==> config.mk <==
export PLATFORM = sky130hd
export DESIGN_NAME = stage_if_queue
export DESIGN_NICKNAME = d
export VERILOG_FILES = /design/src/rtl/stage_if_queue.sv
export SDC_FILE = /design/constraint.sdc
export NUM_CORES = 1
export LEC_CHECK = 0
export ABC_AREA = 1
export CAP_MARGIN = 30
export CORE_ASPECT_RATIO = 1.2
export CORE_MARGIN = 5
export CORE_UTILIZATION = 49
export CTS_CLUSTER_DIAMETER = 150
export DETAILED_ROUTE_END_ITERATION = 10
export PLACE_DENSITY = 0.79
export SLEW_MARGIN = 20
export SYNTH_ARGS = -nofsm -noshare
export SYNTH_HDL_FRONTEND = slang
export SYNTH_SLANG_ARGS = --single-unit
==> constraint.sdc <==
create_clock -name clock -period 6 [get_ports clock]
set_clock_uncertainty 0.2 [all_clocks]
set_input_delay 1.8 -clock clock [delete_from_list [all_inputs] [get_ports clock]]
set_output_delay 1.8 -clock clock [all_outputs]
set_load 0.005 [all_outputs]
==> src/rtl/stage_if_queue.sv <==
// Fetch stage: next-PC selection, single-outstanding instruction-memory
// handshake and a DEPTH-entry queue of fetched {pc, instr} pairs.
module stage_if_queue #(
   parameter int               WIDTH    = 32,
   parameter int               DEPTH    = 4,
   parameter logic [WIDTH-1:0] RESET_PC = '0
) (
   input  logic             clock,
   input  logic             reset_n,
   input  logic             redirect,
   input  logic [1:0]       pc_select,
   input  logic [WIDTH-1:0] pc_b,
   input  logic [WIDTH-1:0] pc_r,
   input  logic [WIDTH-1:0] pc_j,
   input  logic             id_stall,
   output logic             imem_req,
   output logic [WIDTH-1:0] imem_addr,
   input  logic             imem_ack,
   input  logic             imem_valid,
   input  logic [WIDTH-1:0] imem_rdata,
   output logic [WIDTH-1:0] instr,
   output logic [WIDTH-1:0] pc,
   output logic [WIDTH-1:0] pc4,
   output logic             instr_valid,
   output logic             stall_me
);

   localparam int               PW         = (DEPTH > 1) ? $clog2(DEPTH) : 1;
   localparam int               CW         = PW + 1;
   localparam logic [CW-1:0]    DEPTH_C    = CW'(DEPTH);
   localparam logic [CW-1:0]    CNT_ONE    = CW'(1);
   localparam logic [PW-1:0]    PTR_ONE    = PW'(1);
   localparam logic [WIDTH-1:0] PC_STEP    = WIDTH'(4);
   localparam logic [WIDTH-1:0] ALIGN_MASK = ~WIDTH'(3);

   typedef enum logic [1:0] {S_IDLE, S_REQ, S_WAIT, S_DROP} state_t;

   state_t           state_q, state_d;
   logic [WIDTH-1:0] fpc_q, fpc_d;
   logic [WIDTH-1:0] req_pc_q, req_pc_d;
   logic [PW-1:0]    rd_ptr_q, rd_ptr_d;
   logic [PW-1:0]    wr_ptr_q, wr_ptr_d;
   logic [CW-1:0]    count_q, count_d;
   logic [WIDTH-1:0] q_pc_q    [DEPTH];
   logic [WIDTH-1:0] q_pc_d    [DEPTH];
   logic [WIDTH-1:0] q_instr_q [DEPTH];
   logic [WIDTH-1:0] q_instr_d [DEPTH];

   logic [WIDTH-1:0] head_pc;
   logic [WIDTH-1:0] tgt_raw;
   logic [WIDTH-1:0] target;
   logic             accepted;
   logic             push;
   logic             pop;

   // Head-of-queue outputs; everything reads as zero while the queue is empty.
   always_comb begin
      head_pc     = q_pc_q[rd_ptr_q];
      instr_valid = (count_q != '0);
      pc          = instr_valid ? head_pc : '0;
      pc4         = instr_valid ? head_pc + PC_STEP : '0;
      instr       = instr_valid ? q_instr_q[rd_ptr_q] : '0;
      stall_me    = ~instr_valid & reset_n;
      imem_req    = (state_q == S_REQ) && (count_q < DEPTH_C);
      imem_addr   = fpc_q;
      accepted    = imem_req & imem_ack;
   end

   // Redirect target selection, word-aligned.
   always_comb begin
      case (pc_select)
         2'b00:   tgt_raw = pc4;
         2'b01:   tgt_raw = pc_b;
         2'b10:   tgt_raw = pc_r;
         default: tgt_raw = pc_j;
      endcase
      target = tgt_raw & ALIGN_MASK;
   end

   // Fetch FSM next state, fetch PC and queue push/pop bookkeeping.
   always_comb begin
      state_d   = state_q;
      fpc_d     = fpc_q;
      req_pc_d  = req_pc_q;
      rd_ptr_d  = rd_ptr_q;
      wr_ptr_d  = wr_ptr_q;
      count_d   = count_q;
      q_pc_d    = q_pc_q;
      q_instr_d = q_instr_q;
      push      = 1'b0;
      pop       = 1'b0;

      if (redirect) begin
         fpc_d    = target;
         rd_ptr_d = '0;
         wr_ptr_d = '0;
         count_d  = '0;
         case (state_q)
            S_REQ:   state_d = accepted ? S_DROP : S_REQ;
            S_WAIT:  state_d = imem_valid ? S_REQ : S_DROP;
            // A response arriving in the redirect cycle still retires the
            // stale request, otherwise DROP would wait forever.
            S_DROP:  state_d = imem_valid ? S_REQ : S_DROP;
            default: state_d = S_REQ;
         endcase
      end else begin
         case (state_q)
            S_IDLE: state_d = S_REQ;
            S_REQ: begin
               if (accepted) begin
                  state_d  = S_WAIT;
                  req_pc_d = fpc_q;
               end
            end
            S_WAIT: begin
               if (imem_valid) begin
                  push    = 1'b1;
                  fpc_d   = req_pc_q + PC_STEP;
                  state_d = S_REQ;
               end
            end
            default: begin
               if (imem_valid) state_d = S_REQ;
            end
         endcase

         pop = instr_valid & ~id_stall;

         if (push) begin
            q_pc_d[wr_ptr_q]    = req_pc_q;
            q_instr_d[wr_ptr_q] = imem_rdata;
            wr_ptr_d            = wr_ptr_q + PTR_ONE;
         end
         if (pop) rd_ptr_d = rd_ptr_q + PTR_ONE;
         if (push && !pop)      count_d = count_q + CNT_ONE;
         else if (pop && !push) count_d = count_q - CNT_ONE;
      end
   end

   // Control state registers with synchronous active-low reset.
   always_ff @(posedge clock) begin
      if (!reset_n) begin
         state_q  <= S_IDLE;
         fpc_q    <= RESET_PC;
         req_pc_q <= '0;
         rd_ptr_q <= '0;
         wr_ptr_q <= '0;
         count_q  <= '0;
      end else begin
         state_q  <= state_d;
         fpc_q    <= fpc_d;
         req_pc_q <= req_pc_d;
         rd_ptr_q <= rd_ptr_d;
         wr_ptr_q <= wr_ptr_d;
         count_q  <= count_d;
      end
   end

   // Queue storage; contents are only observed through count_q.
   always_ff @(posedge clock) begin
      q_pc_q    <= q_pc_d;
      q_instr_q <= q_instr_d;
   end

endmodule
==> results of run 1 <==
-- report_power, final --
group          switching [mW]  internal (mW)  total, mW
combinational           0.232          0.213      0.445
sequential             0.0442           2.48       2.53
clock                   0.837           1.13       1.97
-- area by class of cell --
class                   count  area [sq um]
fillers                  2678         12200
flip-flops and latches    329          9150
multi-input cells        1227          5810
repair buffers            290          2920
clock buffers              41           853
inverters                 154           586
well taps                 407           509
clock inverters            17           176
-- worst register-to-register path: cells and delay by family, from the launching register on --
family	cells	cell delay [ns]
adders and majority gates	1	0.24
AOI/OAI and AO/OA	3	0.41
and+or+nand+nor	9	1.76
DFF	1	0.55
-- per-stage QoR --
stage	cell area, sq um	TNS, ns	setup WS (ns)
global route	20000	0	0.00503
detailed placement	19000	0	0.827
global placement	19000	0	0.857
floorplan	15900	-35.56	-0.139
finish	20000	0	0.218
CTS	20000	0	0.211
-- cells in the final DEF, fill, tap and decap left out, types with 4 or more instances in the layout --
| cell | count |
|---|---|
| a21oi_1 | 122 |
| nand2_2 | 22 |
| nand2_1 | 401 |
| nor2_1 | 285 |
| dfxtp_1 | 71 |
| clkbuf_1 | 6 |
| o21ai_1 | 6 |
| clkbuf_16 | 31 |
| buf_12 | 7 |
| inv_2 | 5 |
| clkdlybuf4s50_1 | 260 |
| nor2_2 | 22 |
| nand3_1 | 94 |
| inv_1 | 147 |
| clkbuf_8 | 4 |
| nor3_1 | 23 |
| ha_1 | 7 |
| nor4_1 | 7 |
| a21oi_2 | 4 |
| o211ai_1 | 4 |
| or2_2 | 4 |
| edfxtp_1 | 256 |
| o21ai_0 | 124 |
| xor2_1 | 6 |
| nand3_2 | 6 |
| nor2_4 | 13 |
| a221oi_1 | 14 |
| nand4_1 | 27 |
| a31oi_1 | 8 |
| buf_4 | 21 |
-- cells by family after synthesis --
kind of cell	Yosys count	share of synthesized area
flip-flops	329	0.574
AO/OA/AOI/OAI	295	0.101
XOR/XNOR	6	0.00330
buffers and inverters	243	0.0649
adder cells (fa/ha/maj)	8	0.00675
AND/OR/NAND/NOR	918	0.250
-- flip-flops by register name (all words and copies together) (netlist names) --
name and flops:
req_pc_q 32, imem_addr 32, q_instr_q 128, count_q 3, state_q 2, q_pc_q 128
wr_ptr_q 2, rd_ptr_q 2
-- metal layers --
metal	up-vias	GRT usage	part of all wire
li1	6500	-	-
met1	6349	0.313	0.38
met2	626	0.464	0.49
met3	116	0.0548	0.087
met4	0	0.111	0.045
met5	-	0	0
-- worst max path at each step --
stage / cells past startpoint / slack, ns / endpoint / startpoint
floorplan: 8 / -0.14 / q_instr_q[0]$_DFFE_PP_ / imem_valid
global placement: 10 / 0.86 / pc4[24] / rd_ptr_q[0]$_SDFFE_PP0P_
detailed placement: 10 / 0.83 / pc4[24] / rd_ptr_q[0]$_SDFFE_PP0P_
CTS: 10 / 0.21 / pc4[24] / rd_ptr_q[0]$_SDFFE_PP0P_
global route: 13 / 0.005 / pc4[24] / rd_ptr_q[0]$_SDFFE_PP0P_
finish: 13 / 0.22 / pc4[23] / rd_ptr_q[1]$_SDFFE_PP0P_
-- timing repair --
action	4_1_cts	5_1_grt
setup endpoints to repair	0	5
setup buffers	0	0
resized for setup	0	1
==> flow_metrics.py, run 1 <==
metrics = {
    "cts": {
        "insertion_delay_ns": 0.57,
        "cts_inserted_buffers": 31,
        "hold_buffers": 0,
        "cts_root_buf": "clkbuf_16",
        "path_clk_slew_ns": 0.07,
        "cts_max_path_buffers": 3,
        "cts_tree": "done",
        "clock_sinks": 329,
        "cts_max_level": 1,
    },
    "logic_synthesis": {
        "syn_inst": 1799,
        "synth_area_leaders": "edfxtp_1, nand2_1, dfxtp_1",
        "synth_edf_count": 256,
        "yosysTopAreaCellShare": 0.482,
        "yosys_register_bits": 329,
        "ys_types": 49,
        "yosys_warnings": 0,
        "syn_area_sq_mm": 0.0159,
        "synth_common_cells": "nand2_1, nor2_1, edfxtp_1",
        "synth.avg_cell_area_sq_um": 8.86,
        "synth.most_common_cell": "nand2_1",
        "dominantRegCellSynth": "edfxtp_1",
        "synthArstFlopShare": 0,
        "syn-num-nets": 1943,
        "yosysTopAreaCell": "edfxtp_1",
        "seq_area_frac_synth": 0.574,
    },
    "timing": {
        "grt_setup_unrepaired": "no",
        "slew_headroom": 0.414,
        "worstMarginPinSlew_ns": 0.871,
        "whs_ns": 0.308,
        "max_freq_mhz": 173,
        "finalSetupViolations": 0,
        "slew_violations": 0,
        "fin_crit_ns": 5.78,
        "hold_viol_final": 0,
        "fin_crit_sh": 0.964,
    },
    "global_routing": {
        "grt_max_degree": 85,
        "grt.total_usage": 0.263,
        "grt_remaining_overflow": 0,
        "grt_pass1_vias": 13483,
        "grt_antenna_before_repair": 0,
        "grt_pass1_wl_mm": 75.3,
    },
    "die": {
        "initial_core_util": 0.495,
        "core-area_sq_mm": 0.0322,
        "die_width_um": 175,
        "die_h_um": 208,
        "pin_count": 267,
        "rows": 72,
        "dieArea_sq_mm": 0.0362,
    },
    "hold_path": {
        "min_from": "imem_addr[2]$_SDFFE_PN0P_",
        "whs_path_depth": 2,
        "min_path_type": "reg -> reg",
        "holdPathEnd": "imem_addr[2]$_SDFFE_PN0P_",
    },
    "worst_setup_path": {
        "crit_path_end_kind": "output port",
        "critPathArrivalTime_ns": 3.78,
        "cp_max_fo": 35,
        "crit_type": "reg -> out",
        "critical_path.top_delay_family": "simple AND/OR/NAND/NOR gates",
        "reg2reg_from": "req_pc_q[2]$_SDFFE_PN0P_",
        "r2r_end": "imem_addr[22]$_SDFFE_PN0P_",
        "crit_buf_inv": 4,
        "r2r_cells": 13,
        "crit_required_ns": 4.00,
        "rrSetupSlack_ns": 2.72,
        "crit_path_top_delay_cell": "dfxtp_2",
        "critPathLaunchType": "flop",
        "worstPathCellList": "inv_2 > buf_4 > nand3_1 > nand2_1 > nor2_4 > nand2_2 > nor2_8 > inv_2 > nor2_1 > nand2_1 > nand2_1 > and3_1 > clkdlybuf4s50_1",
        "slowest_delay_ns": 0.76,
        "crit_path_frequent_cell": "nand2_1",
    },
    "place": {
        "placed_cells": 2407,
        "dpl.hpwl_mm": 35.5,
        "gp_congestion": 1.00,
        "portBuffers": 260,
    },
    "drt": {
        "via_per_inst": 5.51,
        "drc": 0,
        "routed_wl_mm": 49.4,
        "wl_per_cell_um": 20.0,
        "dr.first_iter.drc_count": 1291,
        "via_count": 13591,
        "postRouteAntennaNets": 0,
        "dr.pass1.iters": 6,
    },
    "cells_and_area": {
        "fin_util": 0.622,
        "final_cells": 2465,
        "layout-drive-gt1-share": 0.0811,
        "diodes": 0,
        "area_growth_pct": 25.6,
        "final_nets": 2177,
    },
    "outcome": {
        "status": "completed",
    },
    "power_and_ir_drop": {
        "max-vdd-ir-drop_mv": 0.247,
        "leakage_nw": 7.37,
        "finalPower_mw": 4.94,
        "power_density_mw_per_mm2": 247,
    },
    "flow_run": {
        "maxCapViolCount": 0,
    },
}
No activity file was read; power rests on OpenSTA's default activity.
==> run 2: changes to the inputs <==
CORE_UTILIZATION = 50   (was 49)
PLACE_DENSITY = 0.78   (was 0.79)
clock period = 5.7 ns   (was 6 ns; I/O delays follow)
==> run 2 against run 1 <==
Compared with the run above: register-to-register slack worse by 0.30 ns; sequential power up 5%; power grew 5.7%; final area rose by 0.43%; non-clock buffer count increased by 2; global-route usage decreased by 0.14 points; critical path depth stayed put; clock power grew 6%; combinational power is 4.9% higher; setup slack worse by 0.052 ns; critical endpoint is now pc4[24]; largest cell class unchanged.
==> flow_metrics.py, run 2 (same netlist as run 1, synthesis figures left out) <==
metrics = {
    "outcome": {
        "status": "completed",
    },
    "die": {
        "die_width_um": 173,
        "core-area_sq_mm": 0.0314,
        "die_h_um": 206,
        "pin_count": 267,
        "dieArea_sq_mm": 0.0356,
        "initial_core_util": 0.507,
        "rows": 71,
    },
    "power_and_ir_drop": {
        "p_switching_mw": 1.15,
        "finalPower_mw": 5.22,
        "p_clk_frac": 0.401,
        "seq_power_share": 0.510,
        "combinationalPowerShare": 0.089,
        "leakage_nw": 7.43,
        "switching_share": 0.221,
        "power_density_mw_per_mm2": 260,
        "internal_power_mw": 4.07,
        "max-vdd-ir-drop_mv": 0.224,
    },
    "drt": {
        "via_per_inst": 5.52,
        "dr.first_iter.drc_count": 1070,
        "routed_wl_mm": 48.8,
        "drc": 0,
        "via_count": 13577,
        "postRouteAntennaNets": 0,
        "dr.pass1.iters": 5,
        "wl_per_cell_um": 19.8,
    },
    "timing": {
        "slew_violations": 0,
        "hold_viol_final": 0,
        "max_freq_mhz": 181,
        "fin_tns_setup_ns": 0,
        "worstMarginPinSlew_ns": 1.05,
        "setup_slack_ns": 0.165,
        "finalSetupViolations": 0,
        "fin_crit_sh": 0.971,
        "slew_headroom": 0.293,
        "fin_crit_ns": 5.53,
    },
    "worst_setup_path": {
        "critPathArrivalTime_ns": 3.62,
        "crit_path_end_kind": "output port",
        "r2r_cells": 13,
        "crit_required_ns": 3.79,
        "critPathLaunchType": "flop",
        "cp_max_fo": 83,
        "crit_type": "reg -> out",
    },
    "cells_and_area": {
        "diodes": 0,
        "layout-drive-gt1-share": 0.0806,
        "fin_util": 0.639,
        "area_growth_pct": 26.1,
        "largestRegisters": "q_instr_q: 128 flops, q_pc_q: 128 flops",
        "final_common_cell": "nand2_1",
        "nFillCells": 2563,
        "most-common-layout-cells": "nand2_1, nor2_1, clkdlybuf4s50_1, edfxtp_1, inv_1",
        "finalInstanceArea_sq_mm": 0.0201,
        "final_nets": 2179,
    },
    "cts": {
        "cts_tree": "done",
        "hold_buffers": 0,
        "insertion_delay_ns": 0.56,
        "path_clk_slew_ns": 0.07,
        "clock_sinks": 329,
        "cts_max_level": 1,
        "cts_inserted_buffers": 31,
        "cts_max_path_buffers": 3,
        "cts_root_buf": "clkbuf_16",
    },
    "global_routing": {
        "grt_pass1_wl_mm": 72.7,
        "grt_max_degree": 99,
        "grt_pass1_vias": 13181,
        "grt_remaining_overflow": 0,
        "grt.total_usage": 0.262,
        "grt_antenna_before_repair": 0,
    },
    "hold_path": {
        "whs_path_depth": 2,
        "min_path_type": "reg -> reg",
    },
    "place": {
        "gp_congestion": 1.03,
        "detailed_place.area_sq_mm": 0.0190,
        "dp_slack_ns": 0.590,
        "dpl.hpwl_mm": 34.2,
        "portBuffers": 260,
    },
    "flow_run": {
        "maxCapViolCount": 0,
    },
}
==> run 2: changes by cell type in the layout (fill, tap and decap cells not counted), sizes merged <==
cell      before  now
buf           30   31
bufinv         3    5
clkbuf        41   37
clkinv         7   13
clkinvlp       6    2
==> run 2: timing repair <==
item / CTS / global route
cloned: 0 / 1
resized for setup: 1 / 3
setup buffers: 0 / 1
setup endpoints to repair: 1 / 7
==> run 2: worst paths after layout <==
| path | start | to | slack [ns] |
|---|---|---|---|
| worst min register to register | imem_addr[8]$_SDFFE_PN0P_ | imem_addr[8]$_SDFFE_PN0P_ | 0.31 |
| worst min-delay path | imem_addr[8]$_SDFFE_PN0P_ | imem_addr[8]$_SDFFE_PN0P_ | 0.31 |
| worst max-delay path | rd_ptr_q[0]$_SDFFE_PP0P_ | pc4[24] | 0.17 |
| worst max register to register | req_pc_q[2]$_SDFFE_PN0P_ | imem_addr[22]$_SDFFE_PN0P_ | 2.42 |
==> run 2: routing by layer <==
metal,vias up,wire [um],GRT usage,share of wire
li1,6506,-,-,-
met1,6352,18500,0.306,0.38
met2,595,23700,0.462,0.49
met3,124,3960,0.0531,0.081
met4,0,2630,0.132,0.054
met5,-,0,0,0
==> run 2: layout make-up <==
cell class | instances | area [sq um] | area share
Clock buffer | 36 | 795 | 0.0395
Clock inverter | 21 | 243 | 0.0121
Inverter | 154 | 594 | 0.0296
Multi-Input combinational cell | 1227 | 5810 | 0.289
Sequential cell | 329 | 9150 | 0.456
Tap cell | 401 | 502 | 0.0250
Timing Repair Buffer | 292 | 3000 | 0.149
==> run 2: metrics by stage <==
stage,cells,hold slack [ns]
after floorplan,1799,0.260
after global placement,2399,0.281
after detailed placement,2400,0.297
after CTS,2457,0.309
after global routing,2460,0.323
final,2460,0.310
==> run 2: power by group through the flow <==
stage	Clock (mW)	Sequential [mW]	Combinational (mW)
finish	2.09	2.66	0.467
global route	2.22	2.66	0.507
CTS	2.12	2.66	0.463
detailed placement	0	2.71	0.459
global placement	0	2.71	0.453
floorplan	0	2.69	0.197
==> run 2: critical path, stage by stage (launching register included) <==
cell and delay (ns):
dfxtp_4 0.59, inv_16 0.17, nand2_1 0.10, o211ai_1 0.10, nand2_1 0.17, ha_1 0.19
nand3_1 0.11, nor2_2 0.18, nand2_1 0.09, inv_1 0.10, nand2_1 0.13, o21ai_1 0.27
and3_1 0.29, clkdlybuf4s50_1 0.54
